**src/rtl/ps2_pkg.sv**
```systemverilog
// Shared constants, state types and the scan-code to ASCII map for the
// PS/2 keyboard front end (scan code set 2, US layout).
package ps2_pkg;

  localparam logic [7:0] SC_BREAK  = 8'hF0;
  localparam logic [7:0] SC_EXT    = 8'hE0;
  localparam logic [7:0] SC_LSHIFT = 8'h12;
  localparam logic [7:0] SC_RSHIFT = 8'h59;
  localparam logic [7:0] SC_CAPS   = 8'h58;
  localparam logic [7:0] SC_ENTER  = 8'h5A;
  localparam logic [7:0] SC_BKSP   = 8'h66;
  localparam logic [7:0] SC_SPACE  = 8'h29;

  localparam logic [7:0] ASC_ENTER = 8'd13;
  localparam logic [7:0] ASC_BACK  = 8'd8;
  localparam logic [7:0] ASC_SPACE = 8'd32;

  typedef enum logic [1:0] {
    RX_IDLE,
    RX_DATA,
    RX_PARITY,
    RX_STOP
  } rx_state_t;

  typedef enum logic [1:0] {
    DEC_NORM,
    DEC_BRK,
    DEC_EXT,
    DEC_EXT_BRK
  } dec_state_t;

  // Returns {valid, ascii}. Letters are stored lowercase and folded to
  // uppercase when shift XOR caps; digits only respond to shift.
  function automatic logic [8:0] map_code(input logic [7:0] code,
                                          input logic       shift,
                                          input logic       caps);
    logic [7:0] lc;
    logic       is_letter;
    lc        = 8'h00;
    is_letter = 1'b1;
    map_code  = 9'h000;
    case (code)
      8'h1C: lc = 8'h61;  8'h32: lc = 8'h62;  8'h21: lc = 8'h63;
      8'h23: lc = 8'h64;  8'h24: lc = 8'h65;  8'h2B: lc = 8'h66;
      8'h34: lc = 8'h67;  8'h33: lc = 8'h68;  8'h43: lc = 8'h69;
      8'h3B: lc = 8'h6A;  8'h42: lc = 8'h6B;  8'h4B: lc = 8'h6C;
      8'h3A: lc = 8'h6D;  8'h31: lc = 8'h6E;  8'h44: lc = 8'h6F;
      8'h4D: lc = 8'h70;  8'h15: lc = 8'h71;  8'h2D: lc = 8'h72;
      8'h1B: lc = 8'h73;  8'h2C: lc = 8'h74;  8'h3C: lc = 8'h75;
      8'h2A: lc = 8'h76;  8'h1D: lc = 8'h77;  8'h22: lc = 8'h78;
      8'h35: lc = 8'h79;  8'h1A: lc = 8'h7A;
      default: is_letter = 1'b0;
    endcase
    if (is_letter) begin
      map_code = {1'b1, (shift ^ caps) ? (lc - 8'h20) : lc};
    end else begin
      case (code)
        8'h16:    map_code = {1'b1, shift ? 8'h21 : 8'h31};
        8'h1E:    map_code = {1'b1, shift ? 8'h40 : 8'h32};
        8'h26:    map_code = {1'b1, shift ? 8'h23 : 8'h33};
        8'h25:    map_code = {1'b1, shift ? 8'h24 : 8'h34};
        8'h2E:    map_code = {1'b1, shift ? 8'h25 : 8'h35};
        8'h36:    map_code = {1'b1, shift ? 8'h5E : 8'h36};
        8'h3D:    map_code = {1'b1, shift ? 8'h26 : 8'h37};
        8'h3E:    map_code = {1'b1, shift ? 8'h2A : 8'h38};
        8'h46:    map_code = {1'b1, shift ? 8'h28 : 8'h39};
        8'h45:    map_code = {1'b1, shift ? 8'h29 : 8'h30};
        SC_SPACE: map_code = {1'b1, ASC_SPACE};
        SC_ENTER: map_code = {1'b1, ASC_ENTER};
        SC_BKSP:  map_code = {1'b1, ASC_BACK};
        default:  map_code = 9'h000;
      endcase
    end
  endfunction

endpackage

```
**src/rtl/ps2_rx.sv**
```systemverilog
// PS/2 frame receiver: synchronises the raw lines, shifts in
// start/8 data/odd parity/stop, and aborts a stalled frame after
// TIMEOUT_CYC cycles without a falling edge.
//
// state     | meaning
// ----------+----------------------------------------------
// RX_IDLE   | waiting for a start bit
// RX_DATA   | shifting in data bits, LSB first
// RX_PARITY | capturing the odd-parity bit
// RX_STOP   | checking the stop bit, strobing the byte if good
module ps2_rx
  import ps2_pkg::*;
#(
  parameter int TIMEOUT_CYC = 50000
) (
  input  logic       clk,
  input  logic       reset,
  input  logic       ps2_clk,
  input  logic       ps2_data,
  output logic [7:0] rx_byte,
  output logic       byte_stb,
  output logic       frame_err
);

  localparam int              TW       = $clog2(TIMEOUT_CYC + 1);
  localparam logic [TW-1:0]   TMO_LAST = TW'(TIMEOUT_CYC - 1);

  logic            clk_s1, clk_s2, clk_d;
  logic            dat_s1, dat_s2;
  logic            fall;
  rx_state_t       state_q, state_d;
  logic [2:0]      bit_cnt_q;
  logic [7:0]      shreg_q;
  logic            par_q;
  logic [TW-1:0]   tmo_q;
  logic            tmo_hit;
  logic            parity_ok;

  // Two-flop synchronisers; lines reset high (idle) so release makes no edge.
  always_ff @(posedge clk or posedge reset) begin
    if (reset) begin
      clk_s1 <= 1'b1;
      clk_s2 <= 1'b1;
      clk_d  <= 1'b1;
      dat_s1 <= 1'b1;
      dat_s2 <= 1'b1;
    end else begin
      clk_s1 <= ps2_clk;
      clk_s2 <= clk_s1;
      clk_d  <= clk_s2;
      dat_s1 <= ps2_data;
      dat_s2 <= dat_s1;
    end
  end

  assign fall      = clk_d & ~clk_s2;
  assign tmo_hit   = (state_q != RX_IDLE) && (tmo_q == TMO_LAST);
  assign parity_ok = ^{shreg_q, par_q};
  assign rx_byte   = shreg_q;

  // State register, data shifter, bit counter and inactivity counter.
  always_ff @(posedge clk or posedge reset) begin
    if (reset) begin
      state_q   <= RX_IDLE;
      bit_cnt_q <= 3'd0;
      shreg_q   <= 8'h00;
      par_q     <= 1'b0;
      tmo_q     <= '0;
    end else begin
      state_q <= state_d;
      if (fall && state_q == RX_DATA) begin
        shreg_q   <= {dat_s2, shreg_q[7:1]};
        bit_cnt_q <= bit_cnt_q + 3'd1;
      end else if (state_q == RX_IDLE) begin
        bit_cnt_q <= 3'd0;
      end
      if (fall && state_q == RX_PARITY) par_q <= dat_s2;
      if (state_d == RX_IDLE || fall) tmo_q <= '0;
      else                            tmo_q <= tmo_q + TW'(1);
    end
  end

  // Next-state and strobe generation; an edge takes precedence over timeout.
  always_comb begin
    state_d   = state_q;
    byte_stb  = 1'b0;
    frame_err = 1'b0;
    if (fall) begin
      case (state_q)
        RX_IDLE: begin
          if (dat_s2) frame_err = 1'b1;
          else        state_d   = RX_DATA;
        end
        RX_DATA:   if (bit_cnt_q == 3'd7) state_d = RX_PARITY;
        RX_PARITY: state_d = RX_STOP;
        RX_STOP: begin
          state_d = RX_IDLE;
          if (dat_s2 && parity_ok) byte_stb  = 1'b1;
          else                     frame_err = 1'b1;
        end
        default: state_d = RX_IDLE;
      endcase
    end else if (tmo_hit) begin
      state_d   = RX_IDLE;
      frame_err = 1'b1;
    end
  end

endmodule

```
**src/rtl/ps2_ascii.sv**
```systemverilog
// PS/2 keyboard to ASCII front end: receives scan-code bytes, tracks
// break/extended prefixes, shift, caps lock and the held key, and emits
// one ASCII byte per key press with a single-cycle p_valid.
// Build option: define PS2_AUTOREPEAT_EN to emit typematic repeats.
//
// state       | meaning
// ------------+------------------------------------------
// DEC_NORM    | next byte is a make code or a prefix
// DEC_BRK     | after 0xF0, next byte is a released key
// DEC_EXT     | after 0xE0, next byte is an extended make
// DEC_EXT_BRK | after 0xE0 0xF0, next byte is dropped
module ps2_ascii
  import ps2_pkg::*;
#(
  parameter int TIMEOUT_CYC = 50000
) (
  input  logic       clk,
  input  logic       reset,
  input  logic       ps2_clk,
  input  logic       ps2_data,
  output logic [7:0] key_out,
  output logic       p_valid,
  output logic       caps_on,
  output logic       frame_err
);

`ifdef PS2_AUTOREPEAT_EN
  localparam bit AUTOREPEAT = 1'b1;
`else
  localparam bit AUTOREPEAT = 1'b0;
`endif

  logic [7:0] rx_byte;
  logic       byte_stb;
  dec_state_t dec_q, dec_d;
  logic       shift_q, shift_d;
  logic       caps_d;
  logic       held_q, held_d;
  logic [7:0] last_q, last_d;
  logic       emit;
  logic [7:0] emit_code;
  logic [8:0] mapped;
  logic       is_shift;

  ps2_rx #(.TIMEOUT_CYC(TIMEOUT_CYC)) u_rx (
    .clk       (clk),
    .reset     (reset),
    .ps2_clk   (ps2_clk),
    .ps2_data  (ps2_data),
    .rx_byte   (rx_byte),
    .byte_stb  (byte_stb),
    .frame_err (frame_err)
  );

  // Decoder state, modifier flags and the registered character output.
  always_ff @(posedge clk or posedge reset) begin
    if (reset) begin
      dec_q   <= DEC_NORM;
      shift_q <= 1'b0;
      caps_on <= 1'b0;
      held_q  <= 1'b0;
      last_q  <= 8'h00;
      key_out <= 8'h00;
      p_valid <= 1'b0;
    end else begin
      p_valid <= byte_stb & emit;
      if (byte_stb) begin
        dec_q   <= dec_d;
        shift_q <= shift_d;
        caps_on <= caps_d;
        held_q  <= held_d;
        last_q  <= last_d;
        if (emit) key_out <= emit_code;
      end
    end
  end

  // Interprets the current byte against the prefix state and flags.
  always_comb begin
    dec_d     = dec_q;
    shift_d   = shift_q;
    caps_d    = caps_on;
    held_d    = held_q;
    last_d    = last_q;
    emit      = 1'b0;
    emit_code = 8'h00;
    is_shift  = (rx_byte == SC_LSHIFT) || (rx_byte == SC_RSHIFT);
    mapped    = map_code(rx_byte, shift_q, caps_on);
    case (dec_q)
      DEC_NORM: begin
        if (rx_byte == SC_BREAK) begin
          dec_d = DEC_BRK;
        end else if (rx_byte == SC_EXT) begin
          dec_d = DEC_EXT;
        end else begin
          if (is_shift) shift_d = 1'b1;
          // The held flag keeps typematic caps repeats from re-toggling.
          if (rx_byte == SC_CAPS) begin
            if (!held_q) caps_d = ~caps_on;
            held_d = 1'b1;
          end
          last_d    = rx_byte;
          emit      = mapped[8] && (AUTOREPEAT || (rx_byte != last_q));
          emit_code = mapped[7:0];
        end
      end
      DEC_BRK: begin
        if (is_shift)             shift_d = 1'b0;
        if (rx_byte == SC_CAPS)   held_d  = 1'b0;
        if (rx_byte == last_q)    last_d  = 8'h00;
        dec_d = DEC_NORM;
      end
      DEC_EXT: begin
        if (rx_byte == SC_ENTER) begin
          emit      = 1'b1;
          emit_code = ASC_ENTER;
        end
        dec_d = (rx_byte == SC_BREAK) ? DEC_EXT_BRK : DEC_NORM;
      end
      DEC_EXT_BRK: dec_d = DEC_NORM;
      default:     dec_d = DEC_NORM;
    endcase
  end

endmodule

```
**config.mk**
```make
export PLATFORM = sky130hd
export DESIGN_NAME = ps2_ascii
export DESIGN_NICKNAME = d
export VERILOG_FILES = /design/src/rtl/ps2_pkg.sv /design/src/rtl/ps2_rx.sv /design/src/rtl/ps2_ascii.sv
export SDC_FILE = /design/constraint.sdc
export NUM_CORES = 1
export LEC_CHECK = 0
export ABC_CLOCK_PERIOD_IN_PS = 2300
export CAP_MARGIN = 30
export CORE_MARGIN = 2
export CORE_UTILIZATION = 56
export DETAILED_ROUTE_END_ITERATION = 10
export PLACE_DENSITY_LB_ADDON = 0.12
export SLEW_MARGIN = 10
export SYNTH_ARGS = -nofsm -noshare
export SYNTH_HDL_FRONTEND = slang
export SYNTH_SLANG_ARGS = --single-unit
```
**constraint.sdc**
```tcl
create_clock -name clk -period 2.3 [get_ports clk]
set_input_delay 0.345 -clock clk [delete_from_list [all_inputs] [get_ports clk]]
set_output_delay 0.345 -clock clk [all_outputs]
set_load 0.01 [all_outputs]
```
**Word level (Yosys, flattened, before mapping)**

Cells that the tools add are included.

- Add/sub/neg operators: 3
- Multipliers: 0
- Divide/modulo/power cells: 0
- Magnitude comparators: 0
- Equal/unequal tests: 62
- Shift operators: 0
- Mux-type cells: 57
- Bitwise logic cells: 8
- Reduce and logical (&&, ||, !) cells: 22

Operators with widths:

| cell | count |
|---|---|
| $eq 8x6->1 const B | 23 |
| $pmux 7 s26 | 1 |
| $pmux 9 s13 | 1 |
| $eq 8x7->1 const B | 11 |
| $eq 8x5->1 const B | 8 |
| $mux 8 | 6 |
| $mux 5 | 8 |
| $pmux 8 s2 | 2 |
| $reduce_or 26->1 | 1 |
| $mux 1 | 19 |
| $reduce_and 6->1 | 3 |
| $add 16x1->16 const B | 1 |
| $eq 16x16->1 const B | 1 |
| $eq 8x8->1 const B | 2 |
| $mux 16 | 1 |
| $mux 2 | 7 |
| $mux 7 | 2 |
| $ne 2x2->1 const B | 7 |
| $mux 9 | 1 |
| $reduce_xor 9->1 | 1 |
| $eq 2x2->1 const B | 4 |
| $eq 8x8->1 | 1 |
| $ne 8x8->1 | 1 |
| $pmux 1 s2 | 4 |
| other kinds (19) | 36 |

- Bits in registers: 57
- Latch bits: 0
- Bits in writable memories: 0
- Memory bits (read-only): 0
- Input bits: 4
- Output and inout bits: 11
- Word-level logic and storage cells: 169
- Memories kept: 0

**Longest topological paths before layout**

Gate-level depths: netlist (run 1).

- Depth after elaboration: 10
- Depth in mapped cells: 11
- Gate-level depth less buffers: 9

**By module**

Synthesis (run 1) repeated with hierarchy kept, for this count alone.

- Cells, all modules: 457
- Area, all modules: 4115.2 um2

Modules (own cells, without submodules):

| module | times used | cells an instance | area an instance (um2) | seq. area each (um2) |
|---|---|---|---|---|
| ps2_ascii | 1 | 293 | 2326.0 | 550.5 |
| ps2_rx | 1 | 164 | 1789.2 | 882.1 |

**Least setup slack after synthesis (run 1)**

OpenSTA, ideal clock, no wires.

- Kind: register to register
- From: register u_rx.shreg_q[7], in the netlist u_rx.rx_byte[7]
- To: register key_out[5]
- Setup time: 136 ps
- Data arrival time: 2298 ps
- Required time: 2164 ps
- Path slack: -133 ps
- Cell stages (with the launch flop): 11
- Path buffers: 1
- Period minus slack after synthesis: 2433 ps
- Cell sequence: dfrtp_1 -> buf_2 -> or4b_1 -> or3_1 -> a21oi_2 -> nor4_4 -> and2_1 -> ha_1 -> a21oi_1 -> o21ai_0 -> mux2i_1

- Cells in the longest elaborated chain, start to end: 9
- Elaborated cells between the ends (all ways): 63
- Those cells by class: add/sub (1); eq/ne (42); mux (15); reduce/logical (5)

RTL lines:

| item | RTL line | text |
|---|---|---|
| from (decl) | ps2_rx.sv:33 | `logic [7:0] shreg_q;` |
| from (signal assigned) | ps2_rx.sv:72 | `shreg_q <= {dat_s2, shreg_q[7:1]};` |
| branches (longest 9 deep; another with $sub 8x6->8) | n/a |  |
| to (signal assigned) | ps2_ascii.sv:73 | `if (emit) key_out <= emit_code;` |
| to (decl) | ps2_ascii.sv:21 | `output logic [7:0] key_out,` |

Several ways; the timed one is not identified.
A chain may end at the register's enable or synchronous reset.

**Final worst setup path (run 1)**

- From: register u_rx.shreg_q[5], in the netlist u_rx.rx_byte[5]
- To: register key_out[0]

Same word-level chain as after synthesis.

==> results of run 1 <==
==> worst paths after layout <==
check	startpoint	endpoint	slack [ps]
setup / recovery	u_rx.rx_byte[5]	key_out[0]	-330
hold / removal	u_rx.dat_s1	u_rx.dat_s2	360
setup reg to reg	u_rx.rx_byte[5]	key_out[0]	-330
hold reg to reg	u_rx.dat_s1	u_rx.dat_s2	360
max in group asynchronous	reset	u_rx.dat_s1	1630
min in group asynchronous	reset	u_rx.tmo_q[6]	370
==> metrics by stage <==
stage | util | hold WS, ps | cells
floorplan | - | 345 | 442
global placement | 0.708 | 347 | 604
detailed placement | 0.708 | 350 | 604
CTS | 0.780 | 355 | 631
global route | 0.801 | 362 | 635
finish | 0.801 | 358 | 635
==> final cells by class <==
type / instances / share of cell area
Clock buffer: 11 / 0.0259
Clock inverter: 5 / 0.0144
Inverter: 24 / 0.0165
Multi-Input combinational cell: 331 / 0.474
Sequential cell: 57 / 0.263
Tap cell: 96 / 0.0220
Timing Repair Buffer: 111 / 0.184
==> synthesized netlist by cell type, types with 9 or more instances <==
| cell | instances |
|---|---|
| dfrtp_1 | 52 |
| nand2_1 | 46 |
| nor2_1 | 36 |
| inv_1 | 23 |
| nand3_1 | 21 |
| a21oi_1 | 20 |
| xor2_1 | 18 |
| o21ai_0 | 17 |
| buf_2 | 16 |
| mux2i_1 | 12 |
| xnor2_1 | 10 |
| ha_1 | 9 |
| nor4bb_1 | 9 |
==> worst max-delay path: stages (launching register included) <==
cell	delay [ps]
dfrtp_2	460
or4b_4	570
or3_1	340
a21oi_2	220
nor4_4	70
buf_6	140
a31oi_4	180
o21ai_4	90
buf_12	150
mux2_4	290
==> routing by layer <==
layer	up-vias	global-route usage	wire length [um]
li1	1764	-	-
met1	1889	0.380	4630
met2	226	0.529	6020
met3	64	0.0821	941
met4	0	0.158	565
met5	-	0	0
==> registers in the layout, indices dropped and copies added, names as in the netlist <==
| signal | cells |
|---|---|
| caps_on | 1 |
| dec_q | 2 |
| held_q | 1 |
| key_out | 8 |
| last_q | 8 |
| p_valid | 1 |
| shift_q | 1 |
| u_rx.bit_cnt_q | 3 |
| u_rx.clk_d | 1 |
| u_rx.clk_s1 | 1 |
| u_rx.clk_s2 | 1 |
| u_rx.dat_s1 | 1 |
| u_rx.dat_s2 | 1 |
| u_rx.par_q | 1 |
| u_rx.rx_byte | 8 |
| u_rx.state_q | 2 |
| u_rx.tmo_q | 16 |
==> power by group <==
| group | leakage [nW] | internal (mW) | switching [mW] |
|---|---|---|---|
| Combinational | 1.50 | 1.48 | 1.60 |
| Sequential | 0.764 | 1.10 | 0.160 |
| Clock | 0.113 | 0.638 | 0.416 |
| Total | 2.38 | 3.22 | 2.18 |
==> logic make-up after synthesis <==
group,Yosys count,share of synthesized area
buffers and inverters,54,0.0596
AO/OA/AOI/OAI,87,0.152
adder cells (fa/ha/maj),9,0.0282
XOR/XNOR,31,0.0752
AND/OR/NAND/NOR,179,0.256
multiplexers,25,0.0705
flip-flops,57,0.359
==> what timing repair did <==
item                       4_1_cts  5_1_grt
buffers inserted                10        6
resized for setup               41       21
cloned                           1        0
setup endpoints to repair       36       37
pin swaps                       12       19
==> run summary, run 1 <==
Wirelength, routed: 12.2 mm
Critical path class: reg2reg
Root Driver: clkbuf_8
Register-to-Register Path Depth: 9
Yosys cell types: 75
Slew @ Worst Pin: 546 ps
Fmax: 0.381 GHz
Status: finished, violations left
Clock Tree Buf Depth: 2
Setup violators final: 20
Min-Delay Path Class: reg2reg
Global-route wire length before repair: 18.6 mm
Starting DRT DRC Count: 359
H-tree Lvls: 3
Die Ht: 88.4 um
Routed via count: 3943
Setup WS pre-CTS: -286 ps
Synth Register Bits: 57
Cell area after placement: 4840 um^2
Peak supply drop: 0.691 mV
HPWL after detailed placement: 7.62 mm
Worst-path maximum fanout: 5
Most common cell after layout, fill and taps aside: buf_4
Syn-to-layout area delta: 37.0%
Inserted Clock Buffers: 9
Post-CTS Hold Buffers: 0
Period utilisation layout: 1.14
Fin area: 5470 um^2
EDFF count, synth: 0
Syn_area_per_cell: 9.03 um^2
Remaining global-route overflow: 0
Slew HR: 0.635
Clk_lat worst skew: 340 ps
Ports: 15
Worst path required time: 2530 ps
Max-Cap Viols: 0
CTS clk-pin slew, worst paths: 70 ps
Mapped Area: 3990 um^2
Placeable Area: 6830 um^2
Row count: 30
Initial Util: 0.584
DR vias/cell: 6.21
Initial antenna violation count: 0
Pwr Total: 5.40 mW
Die ar.: 7820 um^2
Sequential cell area: 1440 um^2
Slew Viols, Final: 0
Routed Antenna Nets: 0
TritonCTS sink count: 57
Layout cells sized above 1: 0.343
PwrDens: 987 nW/um^2
Avg WL per Cell: 19.1 um
Largest net degree at the start of global routing: 58
Port bufs: 14
Mapped Cells: 442
Main synth FF type: dfrtp_1
Synth area leader: dfrtp_1
Clk_skew: 4.93 ps
Post-route DRC: 0
TNS Setup: -4230 ps
Leakage: 2.38 nW
Violated checks: setup timing
ANT cells: 0
CTS tree: done
Area of the multi-input gates: 2590 um^2
Setup ws final: -327 ps
Vias in the first global route: 3778
WP data arrival: 2850 ps
# nets final: 547
CP Capture Type: register
Syn nets: 455
Hold Path Stages: 0
Critical path launch point type: register
All-Layer GR Usage: 0.317
Seq/Total Area, Yosys: 0.359
Top cell type's share of synthesized area: 0.326
Ys async rst share: 1.00
DRT Pass-1 Iters: 6
Yosys warnings: 0
Placer Congestion: 0.935
Crit path time final: 2630 ps
Most frequent cells in the layout: 80 x buf_4, 48 x dfrtp_1, 45 x nand2_1
Fin. Hold Viols: 0
Area contributors post-synth: dfrtp_1 33%, nand2_1 4.3%, xor2_1 3.9%, nor2_1 3.4%, dfstp_2 3.3%
Die Wd: 88.4 um
RSZ-0062 raised after global routing: yes
Fill cells: 411
(Power assumes the default switching activity.)
==> run 2: changes to the inputs <==
--- a/config.mk
+++ b/config.mk
@@ -5,12 +5,14 @@
 export SDC_FILE = /design/constraint.sdc
 export NUM_CORES = 1
 export LEC_CHECK = 0
+export ABC_AREA = 1
 export ABC_CLOCK_PERIOD_IN_PS = 2300
 export CAP_MARGIN = 30
 export CORE_MARGIN = 2
 export CORE_UTILIZATION = 56
 export DETAILED_ROUTE_END_ITERATION = 10
 export PLACE_DENSITY_LB_ADDON = 0.12
+export REMOVE_ABC_BUFFERS = 1
 export SLEW_MARGIN = 10
 export SYNTH_ARGS = -nofsm -noshare
 export SYNTH_HDL_FRONTEND = slang
==> run summary, run 2 <==
WP data arrival: 2510 ps (-340 ps)
Pwr Total: 4.00 mW (-26%)
Register-to-Register Path Depth: 17 (+8)
Most common cell after layout, fill and taps aside: nand2_1
TritonCTS sink count: 57 (unchanged)
Syn-to-layout area delta: 20.5%
DRT Pass-1 Iters: 5 (-1)
Fmax: 0.452 GHz (+19%)
Die Wd: 89.0 um (+0.61%)
DR vias/cell: 5.41 (-13%)
H-tree Lvls: 3 (unchanged)
Crit path launch: u_rx.rx_byte[5]
Remaining global-route overflow: 0 (unchanged)
GR peak layer: met2
Setup violators final: 0 (-100%)
Global-route wire length before repair: 16.0 mm (-14%)
Initial Util: 0.585 (+0.00108)
EDFF count, synth: 0 (unchanged)
Hold Path Stages: 0 (unchanged)
Ports: 15 (unchanged)
Critical path class: reg2reg
Starting DRT DRC Count: 241 (-33%)
Clock Tree Buf Depth: 2 (unchanged)
Worst-path maximum fanout: 7 (+2)
Post-route DRC: 0 (unchanged)
Post-CTS Hold Buffers: 0 (unchanged)
Slew Viols, Final: 0 (unchanged)
Clk_skew: 16.2 ps (+11.2 ps)
Worst path required time: 2590 ps (+60 ps)
CP Capture Type: register
Placeable Area: 6910 um^2 (+1.1%)
Layout cells sized above 1: 0.264 (-0.0790)
RSZ-0062 raised after global routing: yes
FF-to-FF setup slack: 90 ps (+420 ps)
Grt met3 use: 0.0351 (-0.0470)
Global Route met1 Usage: 0.329 (-0.0511)
Syn_area_per_cell: 7.30 um^2 (-19%)
ANT cells: 0 (unchanged)
Initial antenna violation count: 0 (unchanged)
Peak supply drop: 0.599 mV (-13%)
Mapped Cells: 554 (+25%)
Routed via count: 3858 (-2.2%)
Inserted Clock Buffers: 9 (unchanged)
Placer Congestion: 0.936 (about the same)
Period utilisation layout: 0.962 (-0.180)
Slew HR: 0.626 (-0.00937)
Fill cells: 607 (+48%)
Most frequent cell after synthesis: nand2_1
CTS clk-pin slew, worst paths: 80 ps (about the same)
RR Startpoint: u_rx.rx_byte[5]
Area contributors post-synth: dfrtp_1 32%, nand2_1 15%, nor2_1 5.8%, o21ai_0 4.5%, nand3_1 4.3%
Leakage: 2.49 nW (+4.7%)
Routed Antenna Nets: 0 (unchanged)
Row count: 30 (unchanged)
Max FFs per register: 16 (unchanged)
Critical path launch point type: register
End of the critical path: key_out[5]
Mapped Area: 4040 um^2 (+1.3%)
Top cell type's share of synthesized area: 0.322 (-0.00414)
Max-Cap Viols: 0 (unchanged)
Die Ht: 89.0 um (+0.61%)
Wirelength, routed: 9.86 mm (-19%)
HPWL after detailed placement: 7.31 mm (-4.1%)
CTS tree: done
Fin. Hold Viols: 0 (unchanged)
Area of the multi-input gates: 2390 um^2 (-7.8%)
Met2 global-route usage: 0.446 (-0.0826)
Reg with most FFs: u_rx.tmo_q
Crit path time final: 2210 ps (-415 ps)
Layout Cells excl Fill: 713 (+12%)
Slew @ Worst Pin: 560 ps (+14.6 ps)
Largest net degree at the start of global routing: 33 (-43%)
Root Driver: clkbuf_8
Clk_lat worst skew: 350 ps (about the same)
PwrDens: 821 nW/um^2 (-17%)
Main synth FF type: dfrtp_1
All-Layer GR Usage: 0.260 (-0.0569)
DP Cell Count: 683 (+13%)
Utilization after layout: 0.705 (-0.0955)
Yosys cell types: 39 (-48%)
Sequential cell area: 1440 um^2 (+0.17%)
Min-Delay Path Class: reg2reg
Die ar.: 7910 um^2 (+1.2%)
Port bufs: 14 (unchanged)
Synth area leader: dfrtp_1
Capture point of the worst reg-to-reg path: key_out[5]
Yosys warnings: 0 (unchanged)
Most frequent cells in the layout: 147 x nand2_1, 55 x nor2_1, 46 x dfrtp_1
Seq/Total Area, Yosys: 0.354 (-0.00455)
Most frequent cells after synthesis: 159 x nand2_1, 62 x nor2_1, 52 x dfrtp_1
# nets final: 625 (+14%)
Synth Register Bits: 57 (unchanged)
Vias in the first global route: 3515 (-7.0%)
Status: finished clean
Avg WL per Cell: 13.8 um (-28%)
Ys async rst share: 1.00 (unchanged)
==> run 2: cell types whose count changed in the layout (fill, tap and decap cells not counted), sizes merged, moves of 13 or more <==
cell | before | now
o21ai | 21 | 40
nand2 | 46 | 186
nand3 | 21 | 38
buf | 98 | 47
inv | 23 | 54
mux2 | 13 | 0
nor3 | 6 | 19
nor2 | 37 | 84
==> run 2: area by class of cell <==
class                   count  area share
multi-input cells         429       0.491
flip-flops and latches     57       0.296
repair buffers             60       0.105
inverters                  55      0.0460
clock buffers              10      0.0262
well taps                  96      0.0247
clock inverters             6      0.0121
==> run 2: logic make-up after synthesis <==
group           Yosys count  synth area share
simple gates            345             0.420
buf+inv                  69            0.0876
compound gates           62            0.0845
flops                    57             0.354
xor+xnor                 12            0.0260
fa+ha+maj                 9            0.0279
==> run 2: where the power goes <==
| part | switching, mW | total (mW) | internal, mW |
|---|---|---|---|
| Clock | 0.416 | 0.910 | 0.494 |
| Sequential | 0.140 | 1.24 | 1.10 |
| Combinational | 1.10 | 1.85 | 0.747 |
| Total | 1.66 | 4.00 | 2.34 |
==> run 2: worst min path at each step <==
stage | startpoint | to
after floorplan | u_rx.clk_s1 | u_rx.clk_s2
after global placement | u_rx.dat_s1 | u_rx.dat_s2
after detailed placement | u_rx.dat_s1 | u_rx.dat_s2
after CTS | u_rx.dat_s1 | u_rx.dat_s2
after global routing | u_rx.dat_s1 | u_rx.dat_s2
final | u_rx.dat_s1 | u_rx.dat_s2
==> run 2: worst max-delay path: stages, from the launching register on <==
cell and delay [ps]:
dfrtp_2 480, inv_4 100, buf_4 130, nand2_2 70
nor2_4 270, nand2_2 110, nand2_2 90, nor2_1 70
nand2_4 90, nor2_8 40, nand2_4 50, inv_2 50
ha_1 280, nand2_1 70, nand2_1 60, nor2_2 90
nand2_1 50, nand2_1 60
==> run 2: what timing repair did <==
| item | CTS | global route |
|---|---|---|
| setup endpoints to repair | 1 | 15 |
| resized for setup | 7 | 42 |
| pin swaps | 1 | 13 |
| cloned | 0 | 1 |
| buffers inserted | 0 | 13 |
==> run 2: metrics by stage <==
stage / setup TNS, ps / hold slack [ps] / setup slack, ps / instance area (um^2)
finish: 0 / 357 / 88.1 / 4870
CTS: 0 / 358 / 1.88 / 4620
detailed placement: -12.1 / 347 / -12.1 / 4430
global route: -45.0 / 364 / -23.2 / 4870
global placement: 0 / 347 / 38.4 / 4430
floorplan: 0 / 345 / 138 / 3910
==> run 2: metal layers <==
| metal | routed length (um) | part of all wire |
|---|---|---|
| met1 | 4220 | 0.43 |
| met2 | 4970 | 0.50 |
| met3 | 405 | 0.041 |
| met4 | 266 | 0.027 |
| met5 | 0 | 0 |
